===== src/rtl/uart_cfg_sequencer.sv =====
`timescale 1ns/1ps
// uart_cfg_sequencer
// Brings up a 16550-style UART over its Wishbone classic slave port. On an
// accepted start it programs the divisor latch, frame format, FIFO control
// and interrupt enable registers, then reads LCR back to confirm.
//
// Ports
//   wb_clk_i, wb_rst_i            clock, async active-low reset
//   start_i                       one-cycle run request (IDLE only)
//   divisor_i, lcr_fmt_i,
//   fcr_i, ier_i                  configuration, latched on accepted start
//   wb_addr_o .. wb_cyc_o,
//   wb_dat_i, wb_ack_i            Wishbone classic master port
//   busy_o, done_o, err_o,
//   err_step_o                    sequence status (held until next start)
//
// state      | meaning
// -----------+-------------------------------------------------------------
// S_IDLE     | waiting for start_i; status outputs hold the last result
// S_REQ      | first strobe cycle of the current step, bus already driven
// S_WAIT_ACK | strobe held, waiting for ack or the timeout
// S_GAP      | one idle bus cycle between steps; final readback check
// S_DONE     | sequence finished cleanly, back to IDLE next edge
// S_ERR      | sequence aborted, back to IDLE next edge

module uart_cfg_sequencer #(
  parameter int ACK_TIMEOUT = 16,
  parameter int STEP_W      = 3
) (
  input  logic              wb_clk_i,
  input  logic              wb_rst_i,
  input  logic              start_i,
  input  logic [15:0]       divisor_i,
  input  logic [7:0]        lcr_fmt_i,
  input  logic [7:0]        fcr_i,
  input  logic [7:0]        ier_i,
  output logic [4:0]        wb_addr_o,
  output logic [3:0]        wb_sel_o,
  output logic [31:0]       wb_dat_o,
  input  logic [31:0]       wb_dat_i,
  output logic              wb_we_o,
  output logic              wb_stb_o,
  output logic              wb_cyc_o,
  input  logic              wb_ack_i,
  output logic              busy_o,
  output logic              done_o,
  output logic              err_o,
  output logic [STEP_W-1:0] err_step_o
);

  typedef enum logic [2:0] {
    S_IDLE,
    S_REQ,
    S_WAIT_ACK,
    S_GAP,
    S_DONE,
    S_ERR
  } state_t;

  typedef struct packed {
    logic       we;
    logic [4:0] addr;
    logic [7:0] data;
  } req_t;

  localparam logic [STEP_W-1:0] ST_LCR_DLAB = STEP_W'(1);
  localparam logic [STEP_W-1:0] ST_DLL      = STEP_W'(2);
  localparam logic [STEP_W-1:0] ST_DLM      = STEP_W'(3);
  localparam logic [STEP_W-1:0] ST_LCR      = STEP_W'(4);
  localparam logic [STEP_W-1:0] ST_FCR      = STEP_W'(5);
  localparam logic [STEP_W-1:0] ST_IER      = STEP_W'(6);
  localparam logic [STEP_W-1:0] ST_READ     = STEP_W'(7);

  localparam logic [4:0] REG_DLL = 5'd0;
  localparam logic [4:0] REG_DLM = 5'd1;
  localparam logic [4:0] REG_IER = 5'd1;
  localparam logic [4:0] REG_FCR = 5'd2;
  localparam logic [4:0] REG_LCR = 5'd3;

  // REQ already counts as the first strobe cycle, so the down-counter only
  // has to cover the remaining ACK_TIMEOUT-1 cycles spent in WAIT_ACK.
  localparam logic [7:0] TMR_LOAD = (ACK_TIMEOUT >= 2) ? 8'(ACK_TIMEOUT - 2) : 8'd0;

  state_t            state_q;
  logic [STEP_W-1:0] step_q;
  logic [15:0]       div_q;
  logic [6:0]        fmt_q;
  logic [7:0]        fcr_q;
  logic [7:0]        ier_q;
  logic [7:0]        rd_q;
  logic [7:0]        tmr_q;
  req_t              nxt_req;

  logic unused_bits;
  assign unused_bits = ^{wb_dat_i[31:8], lcr_fmt_i[7]};

  function automatic req_t step_req(input logic [STEP_W-1:0] s,
                                    input logic [15:0]       div,
                                    input logic [6:0]        fmt,
                                    input logic [7:0]        fcr,
                                    input logic [7:0]        ier);
    req_t r;
    r = '0;
    case (s)
      ST_LCR_DLAB: r = '{we: 1'b1, addr: REG_LCR, data: {1'b1, fmt}};
      ST_DLL:      r = '{we: 1'b1, addr: REG_DLL, data: div[7:0]};
      ST_DLM:      r = '{we: 1'b1, addr: REG_DLM, data: div[15:8]};
      ST_LCR:      r = '{we: 1'b1, addr: REG_LCR, data: {1'b0, fmt}};
      ST_FCR:      r = '{we: 1'b1, addr: REG_FCR, data: fcr};
      ST_IER:      r = '{we: 1'b1, addr: REG_IER, data: ier};
      ST_READ:     r = '{we: 1'b0, addr: REG_LCR, data: 8'h00};
      default:     r = '0;
    endcase
    return r;
  endfunction

  // The bus is driven on the edge that enters REQ. From IDLE the config
  // registers are being loaded on that same edge, so step 1 is built
  // straight from the inputs.
  always_comb begin
    nxt_req = '0;
    if (state_q == S_IDLE)
      nxt_req = step_req(ST_LCR_DLAB, divisor_i, lcr_fmt_i[6:0], fcr_i, ier_i);
    else
      nxt_req = step_req(step_q + STEP_W'(1), div_q, fmt_q, fcr_q, ier_q);
  end

  always_ff @(posedge wb_clk_i or negedge wb_rst_i) begin
    if (!wb_rst_i) begin
      state_q    <= S_IDLE;
      step_q     <= '0;
      div_q      <= '0;
      fmt_q      <= '0;
      fcr_q      <= '0;
      ier_q      <= '0;
      rd_q       <= '0;
      tmr_q      <= '0;
      wb_addr_o  <= '0;
      wb_sel_o   <= '0;
      wb_dat_o   <= '0;
      wb_we_o    <= 1'b0;
      wb_stb_o   <= 1'b0;
      wb_cyc_o   <= 1'b0;
      busy_o     <= 1'b0;
      done_o     <= 1'b0;
      err_o      <= 1'b0;
      err_step_o <= '0;
    end else begin
      case (state_q)
        S_IDLE: begin
          if (start_i) begin
            div_q      <= divisor_i;
            fmt_q      <= lcr_fmt_i[6:0];
            fcr_q      <= fcr_i;
            ier_q      <= ier_i;
            step_q     <= ST_LCR_DLAB;
            done_o     <= 1'b0;
            err_step_o <= '0;
            if (divisor_i == 16'h0000) begin
              // A zero divisor would stop the baud generator; refuse it
              // before touching the UART.
              err_o   <= 1'b1;
              state_q <= S_ERR;
            end else begin
              err_o     <= 1'b0;
              busy_o    <= 1'b1;
              wb_cyc_o  <= 1'b1;
              wb_stb_o  <= 1'b1;
              wb_sel_o  <= 4'b0001;
              wb_we_o   <= nxt_req.we;
              wb_addr_o <= nxt_req.addr;
              wb_dat_o  <= {24'h0, nxt_req.data};
              state_q   <= S_REQ;
            end
          end
        end

        S_REQ: begin
          tmr_q   <= TMR_LOAD;
          state_q <= S_WAIT_ACK;
        end

        S_WAIT_ACK: begin
          if (wb_ack_i) begin
            if (!wb_we_o) rd_q <= wb_dat_i[7:0];
            wb_cyc_o  <= 1'b0;
            wb_stb_o  <= 1'b0;
            wb_sel_o  <= '0;
            wb_we_o   <= 1'b0;
            wb_addr_o <= '0;
            wb_dat_o  <= '0;
            state_q   <= S_GAP;
          end else if (tmr_q == 8'd0) begin
            wb_cyc_o   <= 1'b0;
            wb_stb_o   <= 1'b0;
            wb_sel_o   <= '0;
            wb_we_o    <= 1'b0;
            wb_addr_o  <= '0;
            wb_dat_o   <= '0;
            busy_o     <= 1'b0;
            err_o      <= 1'b1;
            err_step_o <= step_q;
            state_q    <= S_ERR;
          end else begin
            tmr_q <= tmr_q - 8'd1;
          end
        end

        S_GAP: begin
          if (step_q == ST_READ) begin
            busy_o <= 1'b0;
            if (rd_q == {1'b0, fmt_q}) begin
              done_o  <= 1'b1;
              state_q <= S_DONE;
            end else begin
              err_o      <= 1'b1;
              err_step_o <= ST_READ;
              state_q    <= S_ERR;
            end
          end else begin
            step_q    <= step_q + STEP_W'(1);
            wb_cyc_o  <= 1'b1;
            wb_stb_o  <= 1'b1;
            wb_sel_o  <= 4'b0001;
            wb_we_o   <= nxt_req.we;
            wb_addr_o <= nxt_req.addr;
            wb_dat_o  <= {24'h0, nxt_req.data};
            state_q   <= S_REQ;
          end
        end

        S_DONE:  state_q <= S_IDLE;
        S_ERR:   state_q <= S_IDLE;
        default: state_q <= S_IDLE;
      endcase
    end
  end

endmodule


===== config.mk =====
export PLATFORM = sky130hd
export DESIGN_NAME = uart_cfg_sequencer
export DESIGN_NICKNAME = d
export VERILOG_FILES = /design/src/rtl/uart_cfg_sequencer.sv
export SDC_FILE = /design/constraint.sdc
export NUM_CORES = 1
export LEC_CHECK = 0
export ABC_AREA = 1
export BUFFER_PORTS_ARGS = -buffer_cell sky130_fd_sc_hd__buf_2
export CORE_MARGIN = 2
export CORE_UTILIZATION = 50
export CTS_CLUSTER_DIAMETER = 30
export CTS_CLUSTER_SIZE = 14
export DETAILED_ROUTE_END_ITERATION = 6
export GPL_ROUTABILITY_DRIVEN = 0
export HOLD_SLACK_MARGIN = 0.02
export PLACE_DENSITY_LB_ADDON = 0.1
export SYNTH_ARGS = -nofsm -noshare
export SYNTH_HDL_FRONTEND = slang
export SYNTH_SLANG_ARGS = --single-unit

===== constraint.sdc =====
create_clock -name wb_clk_i -period 2.25 [get_ports wb_clk_i]
set_input_delay 0.45 -clock wb_clk_i [delete_from_list [all_inputs] [get_ports wb_clk_i]]
set_output_delay 0.45 -clock wb_clk_i [all_outputs]
set_load 0.1 [all_outputs]

# ---- Word-level counts from Yosys, hierarchy flattened
# Cells that the tools add are included.
dict set report totals {
  output_inout_bits 50
  wordCells 120
  ff_bits 110
}
dict set report classes {
  reduce_logical 15
  n_bitwise 1
  eq_ne 22
  mux 63
  n_addsub 2
}
# cell count
set op_table {}
lappend op_table {{$mux W32} 5}
lappend op_table {{$pmux W14 S7} 1}
lappend op_table {{$pmux W32 S3} 1}
lappend op_table {{$mux W3} 12}
lappend op_table {{$mux W5} 5}
lappend op_table {{$mux W1} 20}
lappend op_table {{$mux W4} 5}
lappend op_table {{$ne A2 B2 Y1 const B} 9}
lappend op_table {{$logic_not A16 Y1} 1}
lappend op_table {{$mux W8} 2}
lappend op_table {{$pmux W8 S2} 1}
lappend op_table {{$eq A3 B3 Y1 const B} 5}
lappend op_table {{$pmux W5 S3} 1}
lappend op_table {{$mux W14} 1}
lappend op_table {{$eq A3 B2 Y1 const B} 4}
lappend op_table {{$pmux W1 S3} 4}
lappend op_table {{$pmux W3 S4} 1}
lappend op_table {{$pmux W4 S3} 1}
lappend op_table {{$reduce_and A6 Y1} 2}
lappend op_table {{$pmux W3 S3} 1}
lappend op_table {{$reduce_and A3 Y1} 3}
lappend op_table {{$eq A8 B7 Y1} 1}
lappend op_table {{$logic_not A8 Y1} 1}
lappend op_table {{$sub A8 B1 Y8 const B} 1}
lappend op_table {{other kinds (12)} 15}

# ---- Depth between registers and ports, before layout
dict set report logic_depth {
  ltp_word 7
  depth_mapped 11
  mapped_depth_nobuf 10
}

# ---- Worst setup path before layout
# OpenSTA, ideal clock, no wires.
dict set report synth_path {
  path_kind {reg2reg}
  from {register step_q[0]}
  to {register wb_dat_o[4]}
  setup_ns 0.068
  path_slack_ns 0.428
  required_ns 2.182
  stages_incl_launch_ff 11
  synth_period_minus_slack_ns 1.822
  arrival_time_ns 1.754
  cell_sequence {dfrtp_1 ha_1 ha_1 inv_1 clkbuf_1 nand3_1 nand3_1 o21ai_0 nand2_1 nand3_1 nand2_1}
}
dict set report synth_between {
  elab_chain_len 7
  word_cells_on_any_way 17
}
# element line
set synth_rtl {}
lappend synth_rtl {{start: declaration} 85} ;# logic [STEP_W-1:0] step_q;
lappend synth_rtl {{start signal: assignment} 221} ;# step_q <= step_q + STEP_W'(1);
lappend synth_rtl {{$add A3 B1 Y3} 125} ;# nxt_req = step_req(step_q + STEP_W'(1), div_q, fmt_q, fcr_q, ier_q);
lappend synth_rtl {{$eq A3 B3 Y1, or another cell as far along} 104} ;# case (s)
lappend synth_rtl {{$pmux W14 S7} 104}
lappend synth_rtl {{$mux W14} 122} ;# if (state_q == S_IDLE)
lappend synth_rtl {{$mux W32} 159} ;# if (divisor_i == 16'h0000) begin
lappend synth_rtl {{$mux W32} 151} ;# if (start_i) begin
lappend synth_rtl {{$pmux W32 S3} 149} ;# case (state_q)
lappend synth_rtl {{end signal: assignment} 172} ;# wb_dat_o <= {24'h0, nxt_req.data};
lappend synth_rtl {{end signal: assignment} 227} ;# wb_dat_o <= {24'h0, nxt_req.data};
lappend synth_rtl {{end: declaration} 39} ;# output logic [31:0] wb_dat_o,
# Parallel ways exist; a longest one is shown, timed or not. The select of a mux whose other input is x is not followed.
# A chain may end at the register's enable or synchronous reset.

# ---- Final worst setup path
dict set report layout_path {
  from {register step_q[0]}
  to {register wb_dat_o[3]}
}
# Same word-level chain as after synthesis.

==> flow_summary.json <==
{
  "finalHoldViolCount": 0,
  "synthTopCellsByArea": "dfrtp_1 45%, nand2_1 18%, nand3_1 8.7%",
  "setup_viol": 0,
  "layout_worst_path_cycle_share_pct": 94.0,
  "portBuffers": 70,
  "dpl_cell_area_mm2": 0.00472,
  "htreeDepth": 3,
  "synth_top_area_share_pct": 44.8,
  "yosysTopAreaCell": "dfrtp_1",
  "cp-start-kind": "flip-flop",
  "synth_most_common_cell": "nand2_1",
  "cts_buffers": 9,
  "first_iter_violations": 173,
  "num_antenna_cells": 0,
  "cts_tree": "built",
  "clock-root-buffer": "clkbuf_8",
  "slew_violations": 0,
  "worstHoldPathType": "in2async",
  "clock-sinks": 79,
  "firstDrtPassIters": 4,
  "rsz0062_at_grt": "false",
  "worstPathMaxFanout": 15,
  "rrSetupSlack_ns": 0.13,
  "fin_worst_skew_ns": 0.00853,
  "synth-async-reset-ratio_pct": 100,
  "path_clk_slew_ns": 0.08,
  "fin_tns_setup_ns": 0,
  "ys_seq_area_share_pct": 44.8,
  "drive_gt1_share_pct": 18.9,
  "final_cell_area_mm2": 0.00492,
  "ys_types": 36,
  "final_nets": 725,
  "max_freq_mhz": 473,
  "seq_area_mm2": 0.00198,
  "drc": 0,
  "syn-cell-area_mm2": 0.00441,
  "vias_per_cell": 5.00,
  "ant_nets": 0,
  "cts_buffer_depth": 2,
  "vias": 3762,
  "grt_pass1_wl_um": 17000,
  "dieHeight_um": 98.0,
  "wl_per_cell_um": 13.4,
  "dp_hpwl_um": 7480,
  "p_leak_uw": 0.00267,
  "synth-seq-cells": 79,
  "die_area_mm2": 0.00960,
  "multi_input_comb_area_mm2": 0.00206,
  "post-route-min-period_ns": 2.12,
  "ys_warn_count": 0,
  "grt-ovfl-total": 0,
  "syn_avg_cell_area_um2": 7.68,
  "p_per_area_mw_per_mm2": 1640,
  "grt_pass1_vias": 3543,
  "core_mm2": 0.00864,
  "cp.required_ns": 2.50,
  "syn2layout_area_growth_pct": 11.6,
  "start_util_pct": 51.1,
  "syn_inst": 575,
  "r2r_cells": 9,
  "antenna_found_initial": 0,
  "drt_wl_total_um": 10100,
  "cp_data_arrival_time_ns": 2.36,
  "synth_common_cells": "214 x nand2_1, 79 x dfrtp_1, 77 x nand3_1, 36 x nor2_1, 33 x buf_4",
  "slew_headroom_pct": 52.8,
  "fillers": 844,
  "groute.usage.overall_pct": 22.0,
  "status": "finished, final reports clean",
  "rows": 34,
  "die_x_um": 98.0,
  "worstSetupPathType": "reg2reg",
  "io_pins": 126,
  "rr_endpoint": "wb_dat_o[3]",
  "cp-end-kind": "flip-flop",
  "ys.flop_type": "dfrtp_1",
  "worst_pin_slew_ns": 0.708,
  "clkLatencyLatePin_ns": 0.35,
  "grt_max_degree": 80,
  "synth_edf_count": 0,
  "ir_drop_mv": 0.755,
  "worstReg2RegStart": "step_q[0]",
  "maxCapViolations": 0
}
## worst max-delay path, cell delays in order (launching register included)
cell and delay [ns]:
dfrtp_1 0.44, ha_1 0.25, ha_1 0.34, inv_1 0.22, nand3_1 0.15, nand3_1 0.11, o21ai_0 0.26, nand2_1 0.10
nand3_1 0.09, nand2_1 0.05
## metal layers
metal | part of all wire [%] | global-route usage, % | vias to the layer above
li1 | - | - | 1907
met5 | 0 | 0 | -
met1 | 48 | 31.5 | 1728
met2 | 45 | 34.2 | 119
met3 | 5.6 | 3.87 | 8
met4 | 0.86 | 6.94 | 0
## state kept, by name, summed over array words and instances, names as in the netlist, 7 cells and up
name,flops
div_q,16
fmt_q,7
wb_dat_o,8
tmr_q,8
rd_q,8
ier_q,8
fcr_q,8
## kinds of logic (layout without fill, tap and decap cells)
kind of cell / count (synthesis) / in the layout / synth area share (%)
simple gates: 348 / 348 / 33.8
buf+inv: 87 / 128 / 11.1
flops: 79 / 79 / 44.8
compound gates: 45 / 45 / 6.43
fa+ha+maj: 9 / 9 / 2.55
xor+xnor: 6 / 6 / 1.19
other cells: 1 / 30 / 0.0850
## what timing repair did
item / CTS / global route
hold buffers: 0 / 0
gates resized for setup: 0 / 1
setup buffers: 0 / 0
setup endpoints to repair: 0 / 10
## metrics by stage
stage               total power (µW)  setup WS, ns  hold WS, ns  cells  util (%)
finish                          8090         0.134        0.116    753      57.0
global route                    8710        0.0395        0.130    753      57.0
CTS                             8090        0.0753        0.120    753      57.0
detailed placement              7000        0.0995        0.458    737      54.7
global placement                6920         0.117        0.451    737      54.7
floorplan                       6130         0.428        0.154    604         -
## worst max path at each step
stage | from | to | slack, ns
4_1_cts | step_q[0] | wb_dat_o[6] | 0.08
6_report | step_q[0] | wb_dat_o[3] | 0.13
2_1_floorplan | step_q[0] | wb_dat_o[4] | 0.43
5_1_grt | step_q[0] | wb_dat_o[1] | 0.04
3_5_place_dp | step_q[0] | wb_dat_o[5] | 0.1
3_3_place_gp | step_q[0] | wb_dat_o[7] | 0.12
## where the power goes
group          switching, µW  internal, µW
clock                    523           548
sequential               470          2040
combinational           3370          1140
total                   4360          3720
## cell type report
| class | instances | area share (%) |
|---|---|---|
| inverter | 34 | 2.59 |
| multi-input combinational | 438 | 41.8 |
| tap | 108 | 2.74 |
| timing repair buffer | 78 | 8.64 |
| clock inverter | 4 | 1.09 |
| clock buffer | 12 | 2.95 |
| sequential | 79 | 40.1 |
## placed cells by master, fill, tap and decap left out, drive strengths merged
cell type	instances
nor3	1
a21oi	13
bufinv	1
nand3	78
inv	35
clkinvlp	2
or2	1
buf	78
xor2	2
xnor2	4
ha	9
clkbuf	12
o211ai	1
o21ai	25
nand4	4
conb	30
nand3b	4
nor2	42
nand2	218
a22oi	1
o21bai	1
dfrtp	79
o22ai	4
Power figures use the tool's default switching activity.
